## config.mk

```make
export PLATFORM = sky130hd
export DESIGN_NAME = ped_request_arbiter
export DESIGN_NICKNAME = d
export VERILOG_FILES = /design/src/rtl/ped_request_arbiter.sv
export SDC_FILE = /design/constraint.sdc
export NUM_CORES = 1
export LEC_CHECK = 0
export ABC_CLOCK_PERIOD_IN_PS = 4450
export CORE_MARGIN = 2
export CORE_UTILIZATION = 55
export DETAILED_ROUTE_END_ITERATION = 10
export GPL_ROUTABILITY_DRIVEN = 0
export PLACE_DENSITY_LB_ADDON = 0.05
export SYNTH_ARGS = -nofsm -noshare
export SYNTH_HDL_FRONTEND = slang
export SYNTH_SLANG_ARGS = --single-unit
export TNS_END_PERCENT = 30
```

## constraint.sdc

```tcl
create_clock -name clk -period 4.45 [get_ports clk]
set_input_delay 0.89 -clock clk [delete_from_list [all_inputs] [get_ports clk]]
set_output_delay 0.89 -clock clk [all_outputs]
set_load 0.005 [all_outputs]
```

## src/rtl/ped_request_arbiter.sv

```systemverilog
`default_nettype none
// ============================================================================
//  Module      : ped_request_arbiter
//  Description : Pedestrian crosswalk request arbiter. Synchronizes and
//                debounces the NS and EW buttons, latches presses as sticky
//                pending flags and presents one request at a time to the
//                light controller with round-robin tie-breaking and a
//                post-acknowledge lockout window.
//  Revision    : 1.0 - initial release
// ============================================================================
module ped_request_arbiter #(
    parameter int DEBOUNCE_CYCLES = 4,
    parameter int LOCKOUT_CYCLES  = 16
) (
    input  logic clk,
    input  logic rst,
    input  logic btn_ns,
    input  logic btn_ew,
    input  logic ack,
    output logic req,
    output logic req_dir,
    output logic pending_ns,
    output logic pending_ew
);

    // Counter width covers the full 1..255 parameter range.
    localparam int         c_CNT_W     = 8;
    localparam logic [7:0] c_DB_LAST   = 8'(DEBOUNCE_CYCLES - 1);
    localparam logic [7:0] c_LOCK_LAST = 8'(LOCKOUT_CYCLES - 1);

    // Handshake FSM encoding.
    localparam logic [1:0] c_ST_IDLE    = 2'd0;
    localparam logic [1:0] c_ST_REQ     = 2'd1;
    localparam logic [1:0] c_ST_LOCKOUT = 2'd2;

    // Button vector: index 0 = NS, index 1 = EW, matching the req_dir encoding.
    logic [1:0] w_btn;
    logic [1:0] w_rise;
    logic [1:0] w_clr;
    logic       w_sel_dir;

    logic [1:0]         r_state;
    logic [c_CNT_W-1:0] r_lock_cnt;
    logic               r_req;
    logic               r_req_dir;
    logic               r_last_dir;
    logic [1:0]         r_pend;

    assign w_btn = {btn_ew, btn_ns};

    // Per-button synchronizer, debouncer and rising-edge detector.
    for (genvar gi = 0; gi < 2; gi++) begin : g_btn
        logic               r_sync1;
        logic               r_sync2;
        logic               r_db;
        logic               r_db_d;
        logic [c_CNT_W-1:0] r_cnt;

        // Two-flop synchronizer, then flip the debounced level after enough
        // consecutive disagreeing samples; any agreeing sample restarts the count.
        always_ff @(posedge clk) begin
            if (rst) begin
                r_sync1 <= 1'b0;
                r_sync2 <= 1'b0;
                r_db    <= 1'b0;
                r_db_d  <= 1'b0;
                r_cnt   <= '0;
            end else begin
                r_sync1 <= w_btn[gi];
                r_sync2 <= r_sync1;
                r_db_d  <= r_db;
                if (r_sync2 != r_db) begin
                    if (r_cnt >= c_DB_LAST) begin
                        r_db  <= ~r_db;
                        r_cnt <= '0;
                    end else begin
                        r_cnt <= r_cnt + 8'd1;
                    end
                end else begin
                    r_cnt <= '0;
                end
            end
        end

        // Only a debounced 0->1 transition counts as a new press.
        assign w_rise[gi] = r_db & ~r_db_d;
    end

    // Single pending flag wins outright; a tie goes to the direction not served last.
    always_comb begin
        w_sel_dir = ~r_last_dir;
        if (r_pend == 2'b01) begin
            w_sel_dir = 1'b0;
        end else if (r_pend == 2'b10) begin
            w_sel_dir = 1'b1;
        end
    end

    // Clear strobe for the served direction on an accepted acknowledge.
    always_comb begin
        w_clr = 2'b00;
        if ((r_state == c_ST_REQ) && ack) begin
            w_clr = {r_req_dir, ~r_req_dir};
        end
    end

    // Sticky pending flags; a new press on the clearing edge keeps the flag set.
    always_ff @(posedge clk) begin
        if (rst) begin
            r_pend <= 2'b00;
        end else begin
            r_pend <= (r_pend & ~w_clr) | w_rise;
        end
    end

    // Request handshake: IDLE -> REQ on pending, REQ -> LOCKOUT on ack,
    // LOCKOUT holds for the programmed number of edges before IDLE.
    always_ff @(posedge clk) begin
        if (rst) begin
            r_state    <= c_ST_IDLE;
            r_lock_cnt <= '0;
            r_req      <= 1'b0;
            r_req_dir  <= 1'b0;
            r_last_dir <= 1'b1;
        end else begin
            case (r_state)
                c_ST_IDLE: begin
                    if (|r_pend) begin
                        r_state   <= c_ST_REQ;
                        r_req     <= 1'b1;
                        r_req_dir <= w_sel_dir;
                    end
                end
                c_ST_REQ: begin
                    if (ack) begin
                        r_state    <= c_ST_LOCKOUT;
                        r_req      <= 1'b0;
                        r_last_dir <= r_req_dir;
                        r_lock_cnt <= c_LOCK_LAST;
                    end
                end
                c_ST_LOCKOUT: begin
                    if (r_lock_cnt == '0) begin
                        r_state <= c_ST_IDLE;
                    end else begin
                        r_lock_cnt <= r_lock_cnt - 8'd1;
                    end
                end
                default: begin
                    r_state <= c_ST_IDLE;
                    r_req   <= 1'b0;
                end
            endcase
        end
    end

    assign req        = r_req;
    assign req_dir    = r_req_dir;
    assign pending_ns = r_pend[0];
    assign pending_ew = r_pend[1];

endmodule
`default_nettype wire

```

==> metrics.yaml <==
status:
  status: "finished, final reports clean"
setup_path:
  start_kind: "input port"
  cp.required_ns: 4.68
  path_class: "input port to flip-flop"
  cp-end-kind: "flip-flop"
  cp.arrival_ns: 2.52
  cp_max_fo: 24
timing:
  final.min_clock_period_ns: 2.28
  fmax_ghz: 0.438
  setup_viol: 0
  period_share: 0.513
  skew_ns: 0.0180
  setup_ws_ns: 2.17
  worst_slew_pin_slew_ns: 0.836
  whs_ns: 0.434
  rsz0062_at_grt: "false"
  tns_ns: 0
  slew_viol_final: 0
  max-slew-margin-rel: 0.441
  hold_viol_final: 0
pwr:
  p_int_uw: 519
  ir_drop_mv: 0.345
  p_leak_uw: 0.000636
  seqPwrFrac: 0.564
  clockPowerShare: 0.368
  power.switching_uw: 143
  p_per_area_mw_per_mm2: 411
  pwr-share-comb: 0.068
  p_sw_frac: 0.216
floorplanning:
  ios: 9
  core_mm2: 0.00241
  rows: 18
  start_util: 0.570
  fp.dieW_um: 54.0
  die_h_um: 54.0
  dieArea_mm2: 0.00291
logic_synthesis:
  synth_top_area_cell: "dfxtp_1"
  synth_edf_count: 0
  synth_ff_type: "dfxtp_1"
  async_flop_share: 0
  netlist.area_leader.share: 0.569
  synth_area_mm2: 0.00137
  synth_common_cells: "dfxtp_1 (39), nor2_1 (15), nor3_1 (9)"
  synth.distinct_cells: 33
  ys_seq_area_frac: 0.569
  synth_area_per_cell_um2: 10.2
  ys_warn_count: 0
  ys_ff_latch: 39
  netlist_instances: 134
  synth.most_common_cell: "dfxtp_1"
  post_synth_main_area_contributors: "dfxtp_1 (57%), nor2_1 (4.1%), ha_1 (3.6%)"
place:
  dp_slack_ns: 1.81
  io_buffers: 8
  dp_hpwl_um: 1440
finish:
  nFillCells: 212
  num_antenna_cells: 0
  nNetsFinal: 167
  areaGrowthSynthToFinish_pct: 17.3
  multi_input_area_um2: 611
  drive_above_1_share: 0.0755
  register_area_um2: 781
route:
  num_vias: 932
  dr.first_iter.drc_count: 12
  ant_nets: 0
  drtPass1Iterations: 4
  vias_per_cell: 4.93
  wl_per_cell_um: 10.8
  wirelength_um: 2040
  drc: 0
clocking:
  worstSkewPairLatency_ns: 0.34
  h-tree-depth: 2
  clockBufferDepth: 2
  clock_sinks: 39
  clkTransAtPathRegs_ns: 0.11
  cts_resized: 0
  post_cts_buffers: 0
  cts_made_buffers: 5
  clock-root-buffer: "clkbuf_4"
  tritoncts: "done"
  cts.hold.buffers_added: 0
global_route:
  grt_usage: 0.177
  grt_max_degree: 25
  grt_pass1_vias: 864
  grt_pass1_wl_um: 3510
  grt_overflow_total: 0
  antenna_found_initial: 0
hold_path:
  worstHoldPathType: "flip-flop to flip-flop"
run:
  drv_cap: 0
cell type report:
cell class,instances,share of cell area
clock buffer,6,0.0319
clock inverter,2,0.0218
inverter,4,0.00932
multi-input combinational,100,0.379
sequential,39,0.485
tap,30,0.0233
timing repair buffer,8,0.0497
per-stage QoR:
| step | instances | utilization | total power (uW) | instance area (um^2) |
|---|---|---|---|---|
| 5_1_grt | 189 | 0.668 | 696 | 1610 |
| 2_1_floorplan | 145 | - | 411 | 1410 |
| 3_3_place_gp | 181 | 0.632 | 424 | 1520 |
| 6_report | 189 | 0.668 | 662 | 1610 |
| 3_5_place_dp | 181 | 0.632 | 426 | 1520 |
| 4_1_cts | 189 | 0.668 | 668 | 1610 |
cell usage in the layout, fill, tap and decap left out, types with 2 or more instances in the layout:
cell             instances
dfxtp_1                 39
nor2_1                  15
conb_1                  12
nor3_1                   9
nand2_1                  8
nor2b_1                  8
a21oi_1                  8
clkdlybuf4s50_1          8
clkbuf_4                 5
inv_1                    4
xnor2_1                  4
nor4_1                   4
ha_1                     4
a211oi_1                 3
nand3b_1                 2
nand2b_1                 2
nor4b_1                  2
nand3_1                  2
mux2i_1                  2
sequential cells by signal, summed over array words and instances (netlist names):
name	cells
g_btn.r_cnt	16
r_state	2
g_btn.r_sync1	2
r_pend	2
g_btn.r_db_d	2
g_btn.r_sync2	2
req_dir	1
r_last_dir	1
req	1
r_lock_cnt	8
g_btn.r_db	2
logic make-up (layout without fill, tap and decap cells):
logic type	after synthesis	count (layout)	synth area share
XOR/XNOR	5	5	0.0319
flip-flops	39	39	0.569
other	1	12	0.00273
buffers and inverters	6	20	0.0164
multiplexers	3	3	0.0228
adder cells (fa/ha/maj)	4	4	0.0365
AND/OR/NAND/NOR	58	58	0.230
AO/OA/AOI/OAI	18	18	0.0912
power by group through the flow:
stage / clock [uW] / sequential, uW / combinational, uW
floorplan: 0 / 379 / 31.3
global placement: 0 / 381 / 43.6
finish: 244 / 373 / 45.0
CTS: 249 / 373 / 45.0
detailed placement: 0 / 381 / 44.6
global route: 269 / 375 / 51.1
final timing paths:
| path | startpoint | end | slack [ns] | depth (start not counted) |
|---|---|---|---|---|
| worst min register to register | g_btn[1].r_sync1 | g_btn[1].r_sync2 | 0.43 | 1 |
| worst max register to register | r_lock_cnt[0] | r_lock_cnt[3] | 2.73 | 6 |
| worst max-delay path | rst | r_lock_cnt[7] | 2.17 | 4 |
| worst min-delay path | g_btn[1].r_sync1 | g_btn[1].r_sync2 | 0.43 | 1 |
critical path: stages:
cell and delay, ns:
clkdlybuf4s50_1 1.01, nand2b_1 0.29, nor2_1 0.06, mux2_2 0.25
routing by layer:
metal,part of all wire,wire [um],vias up,GRT usage
met5,0,0,-,0
met4,0.014,29,0,0.0897
met3,0.044,89,4,0.0833
met2,0.48,975,10,0.283
met1,0.46,950,415,0.194
li1,-,-,503,-
(Power assumes the default switching activity.)
